<file path="src/rtl/rst_seq_pkg.sv">
// Shared types and sizing helpers for the reset sequencer.
package rst_seq_pkg;

    typedef enum logic [2:0] {
        RESET,
        HOLD,
        RELEASE,
        RUN,
        SWHOLD,
        SWACK
    } seq_state_t;

    function automatic int counter_width(input int hold_cycles, input int stage_gap);
        int longest;
        longest = (hold_cycles > stage_gap) ? hold_cycles : stage_gap;
        return $clog2(longest + 1);
    endfunction

endpackage

</file>
<file path="src/rtl/reset_sync.sv">
// Reset synchronizer: asserts asynchronously with rst_n, deasserts after SYNC_STAGES clocks.
module reset_sync #(
    parameter int SYNC_STAGES = 2
) (
    input  logic clk,
    input  logic rst_n,
    output logic sync_rst
);

    logic [SYNC_STAGES-1:0] stages;

    always_ff @(posedge clk or posedge rst_n) begin
        if (rst_n) begin
            stages <= '1;
        end else begin
            stages <= {stages[SYNC_STAGES-2:0], 1'b0};
        end
    end

    assign sync_rst = stages[SYNC_STAGES-1];

endmodule

</file>
<file path="src/rtl/reset_sequencer.sv">
// Reset sequencer: synchronizes the board reset, holds every domain, then releases
// domains one by one; software can re-run the sequence through a req/ack handshake.
module reset_sequencer
    import rst_seq_pkg::*;
#(
    parameter int SYNC_STAGES = 2,
    parameter int HOLD_CYCLES = 16,
    parameter int NUM_DOMAINS = 4,
    parameter int STAGE_GAP   = 4
) (
    input  logic                   clk,
    input  logic                   rst_n,
    input  logic                   sw_rst_req,
    output logic                   sw_rst_ack,
    output logic                   sync_rst,
    output logic [NUM_DOMAINS-1:0] rst_out,
    output logic                   all_released
);

    localparam int CNT_W = counter_width(HOLD_CYCLES, STAGE_GAP);
    localparam int IDX_W = (NUM_DOMAINS > 1) ? $clog2(NUM_DOMAINS) : 1;

    localparam logic [CNT_W-1:0]       HOLD_LAST = CNT_W'(HOLD_CYCLES - 1);
    localparam logic [CNT_W-1:0]       GAP_LAST  = CNT_W'(STAGE_GAP - 1);
    localparam logic [IDX_W-1:0]       IDX_LAST  = IDX_W'(NUM_DOMAINS - 1);
    localparam logic [NUM_DOMAINS-1:0] ALL_RESET = '1;

    seq_state_t             state, state_next;
    logic [CNT_W-1:0]       cnt, cnt_next;
    logic [IDX_W-1:0]       idx, idx_next;
    logic [NUM_DOMAINS-1:0] rst_out_next;
    logic                   all_released_next;
    logic                   sw_rst_ack_next;
    logic                   first_release;

    reset_sync #(
        .SYNC_STAGES(SYNC_STAGES)
    ) u_reset_sync (
        .clk     (clk),
        .rst_n   (rst_n),
        .sync_rst(sync_rst)
    );

    // sync_rst follows rst_n with zero delay on assertion, so every output here
    // drops back to its reset value asynchronously as well.
    always_ff @(posedge clk or posedge sync_rst) begin
        if (sync_rst) begin
            state        <= RESET;
            cnt          <= '0;
            idx          <= '0;
            rst_out      <= ALL_RESET;
            all_released <= 1'b0;
            sw_rst_ack   <= 1'b0;
        end else begin
            state        <= state_next;
            cnt          <= cnt_next;
            idx          <= idx_next;
            rst_out      <= rst_out_next;
            all_released <= all_released_next;
            sw_rst_ack   <= sw_rst_ack_next;
        end
    end

    always_comb begin
        state_next        = state;
        cnt_next          = cnt;
        idx_next          = idx;
        rst_out_next      = rst_out;
        all_released_next = all_released;
        sw_rst_ack_next   = sw_rst_ack;
        first_release     = 1'b0;

        case (state)
            RESET: begin
                state_next = HOLD;
                cnt_next   = '0;
            end
            HOLD, SWHOLD: begin
                if (cnt == HOLD_LAST) begin
                    cnt_next = '0;
                    if (state == HOLD) begin
                        first_release = 1'b1;
                    end else begin
                        state_next      = SWACK;
                        sw_rst_ack_next = 1'b1;
                    end
                end else begin
                    cnt_next = cnt + 1'b1;
                end
            end
            SWACK: begin
                if (!sw_rst_req) begin
                    sw_rst_ack_next = 1'b0;
                    first_release   = 1'b1;
                end
            end
            RELEASE: begin
                if (cnt == GAP_LAST) begin
                    cnt_next          = '0;
                    rst_out_next[idx] = 1'b0;
                    idx_next          = idx + 1'b1;
                    if (idx == IDX_LAST) begin
                        state_next        = RUN;
                        all_released_next = 1'b1;
                    end
                end else begin
                    cnt_next = cnt + 1'b1;
                end
            end
            RUN: begin
                if (sw_rst_req) begin
                    state_next        = SWHOLD;
                    cnt_next          = '0;
                    rst_out_next      = ALL_RESET;
                    all_released_next = 1'b0;
                end
            end
            default: begin
                state_next = RESET;
            end
        endcase

        // Domain 0 always leaves reset on the edge that ends a hold or handshake.
        if (first_release) begin
            rst_out_next = ALL_RESET << 1;
            cnt_next     = '0;
            idx_next     = IDX_W'(1);
            if (NUM_DOMAINS == 1) begin
                state_next        = RUN;
                all_released_next = 1'b1;
            end else begin
                state_next = RELEASE;
            end
        end
    end

endmodule

</file>
<file path="config.mk">
export PLATFORM = sky130hd
export DESIGN_NAME = reset_sequencer
export DESIGN_NICKNAME = d
export VERILOG_FILES = /design/src/rtl/rst_seq_pkg.sv /design/src/rtl/reset_sync.sv /design/src/rtl/reset_sequencer.sv
export SDC_FILE = /design/constraint.sdc
export NUM_CORES = 1
export LEC_CHECK = 0
export ABC_AREA = 1
export CORE_MARGIN = 2
export CORE_UTILIZATION = 35
export CTS_CLUSTER_DIAMETER = 150
export DETAILED_ROUTE_END_ITERATION = 8
export HOLD_SLACK_MARGIN = 0.02
export PLACE_DENSITY_LB_ADDON = 0.08
export SLEW_MARGIN = 20
export SYNTH_ARGS = -nofsm -noshare
export SYNTH_HDL_FRONTEND = slang
export SYNTH_HIERARCHICAL = 1
export SYNTH_SLANG_ARGS = --single-unit
</file>
<file path="constraint.sdc">
create_clock -name clk -period 1.5 [get_ports clk]
set_clock_uncertainty 0.2 [all_clocks]
set_input_delay 0.375 -clock clk [delete_from_list [all_inputs] [get_ports clk]]
set_output_delay 0.375 -clock clk [all_outputs]
set_load 0.01 [all_outputs]
</file>
# After elaboration in Yosys (flattened, before gate mapping)
# Index checks and enable logic that the tools add are counted.
# op_classes
n_bitwise	2
n_eq_ne	20
add_sub_neg	2
mux	33
n_lt_le_gt_ge	2
n_reduce_logical	15
# op_table
cell	n
two-way mux 5 bit	4
case mux 5 bit (4 select lines)	1
two-way mux 3 bit	6
!= test 3 bit (second input constant)	5
case mux 3 bit (5 select lines)	1
!= test 2 bit (second input constant)	7
two-way mux 4 bit	3
two-way mux 1 bit	10
case mux 4 bit (2 select lines)	1
AND reduction 4 bit	2
nonzero test 2 bit	4
equality test 3 x 2 -> 1 bit (second input constant)	2
equality test 3 bit (second input constant)	2
two-way mux 2 bit	3
case mux 1 bit (2 select lines)	3
AND reduction 6 bit	1
adder 5 x 1 -> 5 bit (second input constant)	1
equality test 5 x 2 -> 1 bit (second input constant)	1
equality test 5 x 4 -> 1 bit (second input constant)	1
nonzero test 5 bit	1
bitwise AND 4 bit	1
inverter 4 bit	1
AND reduction 2 bit	2
equality test 3 x 1 -> 1 bit (second input constant)	1
other kinds (10)	10
# totals
wordCells	81
inputBits	3
reg_bits	18
out_inout_bits	7

# Longest topological paths before layout
# Gate-level depths: netlist of the first run.
# logic_depth
word_depth	9
depth_mapped	10
depth_no_buf	10

# By module
# Netlist of the first run, hierarchy kept.
# modules_own_cells
module	n_inst	cells_per_inst	area_each_um2	seq_area_each_um2
reset_sequencer	1	149	1084.8	405.4
reset_sync	1	4	60.1	52.6

# Worst setup path after synthesis of the first run
# No wires, ideal clock.
# synth_path
kind	register to register
start	reg cnt[0]
end	reg cnt[3]
stages_incl_launch_ff	11
setup_slack_ns	-0.333
period_less_slack_ns	1.833
t_arrival_ns	1.564
required_ns	1.231
setup_ns	0.069
path_cell_list	dfrtp_1 -> ha_1 -> nand3_1 -> inv_1 -> ha_1 -> inv_1 -> nor2_1 -> nor2_4 -> buf_6 -> nand3_1 -> nand3_1
# synth_between
elab_chain_cells	5
elab_cells_between_ends	12
cone_classes	add/sub (1); eq/ne (3); mux (6); reduce/logical (2)
# synth_rtl
element	line_no	source
start: declaration	reset_sequencer.sv:29	logic [CNT_W-1:0] cnt, cnt_next;
start signal: assignment	reset_sequencer.sv:56	cnt <= cnt_next;
parallel branches: the longest is 5 deep, another holds adder 5 x 1 -> 5 bit	-	
# Parallel ways; which one is timed is not known.
# A chain may end at the register's enable or synchronous reset.

# Worst setup path after layout of the first run
# Ends and elaborated chain as after synthesis.

==> results of run 1 <==
repair_timing:
item	4_1_cts	5_1_grt
pin swaps	19	14
hold buffers	0	0
gates resized for setup	57	12
setup buffers	5	2
endpoints found under the setup margin	23	21
metrics by stage:
stage | TNS (ns) | utilization (%)
floorplan | -1.72 | -
global placement | -5.42 | 50.6
detailed placement | -5.80 | 50.6
CTS | -3.27 | 55.4
global route | -4.81 | 57.3
finish | -3.29 | 57.3
synth_stat cells, drive strengths merged:
master,n
nand2,35
nand3,30
inv,23
nor2,16
dfrtp,12
o21ai,8
ha,7
a21oi,6
dfstp,6
nand4,3
buf,2
xor2,2
conb,1
nor3,1
o22ai,1
where the power goes:
part	internal (uW)	switching, uW	leakage (uW)
Clock	104	170	0.0000150
Combinational	951	1060	0.000663
Sequential	710	177	0.000214
routing by layer:
layer / wire length, um / GRT usage (%) / part of all wire (%) / vias to the layer above
met2: 1630 / 33.0 / 54 / 12
met1: 1310 / 23.8 / 43 / 578
met5: 0 / 0 / 0 / -
li1: - / - / - / 594
met3: 67 / 2.73 / 2.2 / 4
met4: 31 / 6.52 / 1.0 / 0
cells in the final DEF, fill, tap and decap left out, drive strengths merged, types with 4 or more instances in the layout:
master  count
o21ai       8
dfstp       6
a21oi       6
ha          7
inv        23
buf        45
nor2       16
dfrtp      12
nand2      35
nand3      30
clkbuf      4
logic make-up after synthesis:
kind of cell             Yosys count  synth area share, %
other                              1                0.328
buffers and inverters             25                 8.96
adder cells (fa/ha/maj)            7                 7.65
XOR/XNOR                           2                 1.53
AND/OR/NAND/NOR                   85                 33.9
flip-flops                        18                 40.0
AO/OA/AOI/OAI                     15                 7.65
how the worst max path moves through the flow:
stage | end | cells after the start | slack [ns]
floorplan | cnt[2]$_DFFE_PP0P_ | 10 | -0.17
global placement | state[1]$_DFFE_PP0P_ | 6 | -0.35
detailed placement | cnt[0]$_DFFE_PP0P_ | 5 | -0.37
CTS | cnt[0]$_DFFE_PP0P_ | 10 | -0.26
global route | cnt[2]$_DFFE_PP0P_ | 10 | -0.34
finish | cnt[3]$_DFFE_PP0P_ | 10 | -0.27
area by class of cell:
cell class / count / area (sq um)
Clock buffer: 4 / 26.3
Fill cell: 306 / 1320
Inverter: 23 / 88.8
Multi-Input combinational cell: 110 / 738
Sequential cell: 18 / 459
Tap cell: 44 / 55.1
Timing Repair Buffer: 47 / 395
flip-flops by register name, summed over array words and instances, names as in the netlist:
name and flops:
all_released 1, cnt 5, idx 2, rst_out 4, state 3, sw_rst_ack 1, u_reset_sync/stages 2
worst max-delay path: stages (launching register included):
cell,delay [ns]
dfrtp_1,0.42
ha_4,0.19
nand3_4,0.06
inv_2,0.04
ha_4,0.16
inv_4,0.07
nor2_4,0.04
nor2_4,0.20
buf_12,0.15
nand3_1,0.07
nand3_1,0.11
==> results.cfg, run 1 <==
[worst_setup_path]
worstReg2RegStart = cnt[0]$_DFFE_PP0P_
cp-start-kind = register
r2r_end = cnt[3]$_DFFE_PP0P_
arrival_ns = 1.81
worst-path-max-fanout = 6
crit_start = cnt[0]$_DFFE_PP0P_
critPathCaptureType = register
ff2ff_setup_slack_ns = -0.27
cp.required_ns = 1.55
r2r_cells = 10
crit_type = reg -> reg

[floorplan]
row_count = 20
dieArea_sq_um = 3740
die_h_um = 61.2
core_area_sq_um = 3080
initial_core_util_pct = 37.2
die_w_um = 61.2
ios = 10

[clock_tree]
clk_latency_ns = 0.31
cts_htree_levels = 1
cts-buffers-inserted = 3
cts_tree = done
cts_buffer_depth = 2
clk_pin_slew_worst_paths_ns = 0.12
numClockSinks = 18
clockRootBuffer = clkbuf_4

[synth]
ys_ff_latch = 18
synth_top_cell_area_share_pct = 26.2
netlist_instances = 153
syn_nets = 163
syn-cell-area_sq_um = 1140
synth_top_area_cell = dfrtp_1
yosysWarnings = 6
ys_types = 23
ys_seq_area_share_pct = 40.0
ys_top_cells_by_area = dfrtp_1, dfstp_2, nand3_1
avgSynthCellArea_sq_um = 7.48

[drt]
drtAntennaViolNets = 0
routed_wl_um = 3040
first_pass_iters = 4
viasPerCell = 4.83
routedWlPerCell_um = 12.3
drc_errors = 0
routed-via-count = 1188
drt_iter0_markers = 12

[finish]
num_antenna_cells = 0
area_growth_pct = 54.0
final_nets = 213
drive_above_1_share_pct = 47.5
fin_cells = 246
stdcell_area_sq_um = 1760

[sta]
tightest_slew_ns = 0.581
worst_slack_ns = -0.268
final-hold-violation-count = 0
rsz0062_at_grt = yes
finalCriticalPeriod_ns = 1.77
relSlewSlack_pct = 61.3
drv_slew = 0
fin_crit_sh_pct = 118
setup_viol = 21
hold_ws_ns = 0.0805
fmax_mhz = 566

[run]
max-cap-violations = 0

[grt]
grt_max_degree = 17
antenna_found_initial = 0
grt_pass1_wl_um = 5240
grt_overflow_total = 0
grt_usage_pct = 18.9
grt_pass1_vias = 1184

[outcome]
status = finished with violations
violations = negative setup slack

[pwr]
power_uw = 3170
peakVddDrop_mv = 1.04
pwr_density_cell_nw_per_um2 = 1800
leakage_uw = 0.000892

[placed_design]
place_area_sq_um = 1560
numPortBuffers = 9
routabilityCongestion = 0.864
dp_cells = 235
dp_hpwl_um = 2070
pre_cts_ws_ns = -0.370

[worst_hold_path]
hold_path.class = reg -> async
Power figures use the tool's default switching activity.
==> run 2: changes to the inputs <==
- GPL_ROUTABILITY_DRIVEN: not set -> 0
==> run 2 against run 1 <==
Against the previous run: the flow still finishes with violations (negative setup slack); via count down 0.93%; sequential power down 0.8%; total power down 2.6%; first-iteration DRC count up 33%; register-to-register slack about the same; setup slack better by 0.015 ns; clock-buffer cell count unchanged; flip-flop and latch count unchanged; combinational power down 3%.
==> results.cfg, run 2 (synthesis gave the netlist of run 1 again) <==
[outcome]
status = finished with violations
violations = negative setup slack

[worst_setup_path]
crit_type = reg -> reg
cp_slowest_cell = dfrtp_1
cp_common_cell = nand3_2
r2r_cells = 10
critPathCaptureType = register
cp.required_ns = 1.53
cp_slowest_stage_delay_ns = 0.39
arrival_ns = 1.79
cp-start-kind = register
ff2ff_setup_slack_ns = -0.25
worst-path-max-fanout = 6
path_cells = ha_2, nand3_2, inv_2, ha_4, inv_4, nor2_4, nor2_4, buf_12, nand3_2, nand3_2

[finish]
largest_reg_flops = 5
area_growth_pct = 52.5
drive_above_1_share_pct = 48.0
num_antenna_cells = 0
final_common_cell = buf_4
stdcell_area_sq_um = 1750
layout_common_cells = buf_4, nand2_1, nand3_1
regMostFlops = cnt
final_nets = 213
top_regs = cnt x5, rst_out x4, state x3

[floorplan]
dieArea_sq_um = 3740
ios = 10
initial_core_util_pct = 37.2
die_h_um = 61.2
core_area_sq_um = 3080
die_w_um = 61.2
row_count = 20

[clock_tree]
cts_htree_levels = 1
cts-buffers-inserted = 3
cts_tree = done
clockRootBuffer = clkbuf_4
clk_latency_ns = 0.30
cts_buffer_depth = 2
clk_pin_slew_worst_paths_ns = 0.12
numClockSinks = 18

[placed_design]
dp_hpwl_um = 2070
place_area_sq_um = 1550
numPortBuffers = 9
pre_cts_ws_ns = -0.354

[drt]
routed-via-count = 1177
first_pass_iters = 4
drtAntennaViolNets = 0
routedWlPerCell_um = 11.8
viasPerCell = 4.78
drc_errors = 0
drt_iter0_markers = 16
routed_wl_um = 2900

[sta]
rsz0062_at_grt = yes
fin_crit_sh_pct = 117
hold_ws_ns = 0.0843
finalCriticalPeriod_ns = 1.75
setup_viol = 20
drv_slew = 0
worst_slack_ns = -0.253
final-hold-violation-count = 0
fmax_mhz = 571

[worst_hold_path]
hold_path.class = reg -> async

[grt]
grt_overflow_total = 0
grt_usage_pct = 17.0
grt_pass1_vias = 1160
grt_max_degree = 17
antenna_found_initial = 0
grt_pass1_wl_um = 4780

[pwr]
leakage_uw = 0.000893
pwr_density_cell_nw_per_um2 = 1770
peakVddDrop_mv = 0.808

[run]
max-cap-violations = 0
run 2: worst max-delay path, delay by kind of cell, from the launching register on:
family | cells | cell delay, ns
fa+ha+maj | 2 | 0.36
buf+inv | 3 | 0.25
simple gates | 5 | 0.48
flops | 1 | 0.39
run 2: power breakdown:
group          total (uW)  leakage, uW  switching [uW]  internal, uW
Combinational        1940     0.000665            1020           924
Sequential            880     0.000214             171           710
Clock                 266    0.0000150             162           103
run 2: final timing paths:
path,startpoint,endpoint
hold reg to reg,u_reset_sync/stages[1]$_DFF_PP1_,state[1]$_DFFE_PP0P_
hold / removal,u_reset_sync/stages[1]$_DFF_PP1_,state[1]$_DFFE_PP0P_
setup / recovery,cnt[1]$_DFFE_PP0P_,cnt[0]$_DFFE_PP0P_
max in group asynchronous,u_reset_sync/stages[1]$_DFF_PP1_,rst_out[3]$_DFFE_PP1P_
setup reg to reg,cnt[1]$_DFFE_PP0P_,cnt[0]$_DFFE_PP0P_
min in group clk,u_reset_sync/stages[0]$_DFF_PP1_,u_reset_sync/stages[1]$_DFF_PP1_
run 2: cell type report:
class	count	area [sq um]
clock buffer	4	26.3
fill	308	1330
inverter	23	88.8
multi-input combinational	110	724
sequential	18	459
tap	44	55.1
timing repair buffer	47	392
run 2: per-layer routing:
layer  share of wire, %  global-route usage [%]
met1                 46                    21.5
met2                 52                    30.1
met5                  0                       0
met4               0.72                    5.59
met3                1.7                    1.89
run 2: metrics by stage:
stage	setup TNS, ns	std cells	total power, uW	utilization (%)
5_1_grt	-4.75	246	3330	56.7
3_5_place_dp	-5.56	234	2510	50.3
4_1_cts	-3.15	245	2900	54.1
2_1_floorplan	-1.72	153	1780	-
3_3_place_gp	-5.42	234	2470	50.3
6_report	-3.20	246	3090	56.7
run 2: what timing repair did:
item                                    4_1_cts  5_1_grt
endpoints found under the setup margin       23       21
hold buffers                                  0        0
pin swaps                                    17       17
setup buffers                                 7        1
resized for setup                            44       19
==> run 3: changes to the inputs <==
- SYNTH_HIERARCHICAL: 1 -> not set
==> run 3 against run 2 <==
Against the previous run: register-to-register slack better by 0.04 ns; non-clock buffer count is 2 lower; critical path type unchanged; global-route usage is 0.86 points lower; the flow still finishes with violations (negative setup slack).
==> results.cfg, run 3 <==
[synth]
ys_ff_latch = 18
avgSynthCellArea_sq_um = 7.55
synthFlopType = dfrtp_1
yosysWarnings = 0
synth-edff-count = 0
ys_async_sr_fraction_pct = 100
netlist_instances = 157
syn_nets = 167
synth_top_cell_area_share_pct = 25.3
ys_seq_area_share_pct = 38.6
synth_common_cells = nand2_1, nand3_1, inv_1, dfrtp_1, nor2_1
syn-cell-area_sq_um = 1180
ys_types = 22
ys_top_cells_by_area = dfrtp_1, dfstp_2, nand3_1
synth_top_area_cell = dfrtp_1
yosysMostFrequentCell = nand2_1

[pwr]
peakVddDrop_mv = 0.960
leakage_uw = 0.000882
pwr_density_cell_nw_per_um2 = 1780

[sta]
worst_slack_ns = -0.209
hold_ws_ns = 0.0811
rsz0062_at_grt = yes
final-hold-violation-count = 0
finalCriticalPeriod_ns = 1.71
setup_viol = 21
fin_crit_sh_pct = 114
fmax_mhz = 585
drv_slew = 0

[clock_tree]
cts_buffer_depth = 2
postCtsHoldBufs = 0
clk_pin_slew_worst_paths_ns = 0.10
numClockSinks = 18
clockRootBuffer = clkbuf_4
cts_htree_levels = 1
cts_tree = done
cts-buffers-inserted = 3
clk_latency_ns = 0.29

[floorplan]
core_area_sq_um = 3280
row_count = 21
ios = 10
dieArea_sq_um = 3870
die_h_um = 62.2
die_w_um = 62.2
initial_core_util_pct = 36.1

[placed_design]
dp_hpwl_um = 2120
dp_cells = 234
pre_cts_ws_ns = -0.296
place_area_sq_um = 1530
numPortBuffers = 9

[grt]
grt_usage_pct = 16.1
grt_pass1_wl_um = 5100
grt_pass1_vias = 1150
grt_overflow_total = 0
grt_max_degree = 17
antenna_found_initial = 0

[worst_setup_path]
path_cells = ha_4, nand3_4, inv_2, ha_4, inv_4, nor2_4, nor2_4, buf_4, nand2_2, nand3_2, nand2_1
critPathCaptureType = register
cp_slowest_stage_delay_ns = 0.43
cp_top_family = flip-flops
arrival_ns = 1.70
cp.required_ns = 1.50
path_buf_inv = 3
cp-start-kind = register
worst-path-max-fanout = 4
cp_slowest_cell = dfrtp_1
crit_type = reg -> reg

[finish]
fin_util_pct = 52.8
final_nets = 214
regMostFlops = cnt
layout_common_cells = buf_4, nand2_1, nand3_1
fin_cells = 249
final_common_cell = buf_4
stdcell_area_sq_um = 1730
fillCellCount = 332
num_antenna_cells = 0
largest_reg_flops = 5
area_growth_pct = 46.3
drive_above_1_share_pct = 45.3
top_regs = cnt x5, rst_out x4, state x3

[drt]
routed_wl_um = 2820
drtAntennaViolNets = 0
viasPerCell = 4.67
routed-via-count = 1162
routedWlPerCell_um = 11.3
first_pass_iters = 4
drt_iter0_markers = 61
drc_errors = 0

[run]
max-cap-violations = 0

[outcome]
status = finished with violations
violations = negative setup slack

[worst_hold_path]
hold_path.class = reg -> async
[run 3: repair_timing]
action | 4_1_cts | 5_1_grt
pin swaps | 7 | 6
endpoints found under the setup margin | 23 | 22
gates resized for setup | 42 | 17
setup buffers | 4 | 7
[run 3: final timing paths]
check / from / endpoint / slack, ns / depth (start not counted)
min: u_reset_sync.stages[1]$_DFF_PP1_ / idx[0]$_DFFE_PP0P_ / 0.08 / 2
min reg2reg: u_reset_sync.stages[1]$_DFF_PP1_ / idx[0]$_DFFE_PP0P_ / 0.08 / 2
min in group clk: u_reset_sync.stages[0]$_DFF_PP1_ / u_reset_sync.stages[1]$_DFF_PP1_ / 0.16 / 0
max in group asynchronous: u_reset_sync.stages[1]$_DFF_PP1_ / rst_out[3]$_DFFE_PP1P_ / 0.77 / 2
max reg2reg: cnt[0]$_DFFE_PP0P_ / state[1]$_DFFE_PP0P_ / -0.21 / 11
max: cnt[0]$_DFFE_PP0P_ / state[1]$_DFFE_PP0P_ / -0.21 / 11
[run 3: logic make-up after synthesis]
logic type               count (synthesis)  synth area share, %
buffers and inverters                   27                 9.93
adder cells (fa/ha/maj)                  7                 7.39
other                                    1                0.316
AO/OA/AOI/OAI                           13                 6.44
flip-flops                              18                 38.6
AND/OR/NAND/NOR                         89                 35.8
XOR/XNOR                                 2                 1.48
[run 3: metrics by stage]
| step | power [uW] | setup TNS (ns) |
|---|---|---|
| final | 3080 | -2.55 |
| after floorplan | 1850 | -1.50 |
| after global routing | 3420 | -4.32 |
| after detailed placement | 2520 | -4.57 |
| after CTS | 2930 | -2.93 |
| after global placement | 2490 | -4.41 |
[run 3: routing by layer]
metal	track usage (%)	up-vias	share of wire, %
li1	-	594	-
met1	21.6	556	45
met2	27.7	10	53
met3	2.54	2	1.8
met4	3.33	0	0.42
met5	0	-	0
[run 3: power by group]
part / switching (uW) / total (uW) / internal (uW)
clock: 150 / 297 / 148
sequential: 189 / 894 / 705
combinational: 991 / 1890 / 898
total: 1330 / 3080 / 1750
[run 3: cell type report]
class / count / area [sq um] / area share [%]
Clock buffer: 4 / 36.3 / 2.09
Inverter: 24 / 92.6 / 5.34
Tap cell: 46 / 57.6 / 3.32
Multi-Input combinational cell: 112 / 723 / 41.7
Sequential cell: 18 / 459 / 26.5
Timing Repair Buffer: 45 / 364 / 21.0
[run 3: worst register-to-register path, delay by kind of cell (launching register included)]
| family | cells | cell delay [ns] |
|---|---|---|
| simple gates | 6 | 0.40 |
| buf+inv | 3 | 0.24 |
| fa+ha+maj | 2 | 0.36 |
| flops | 1 | 0.43 |
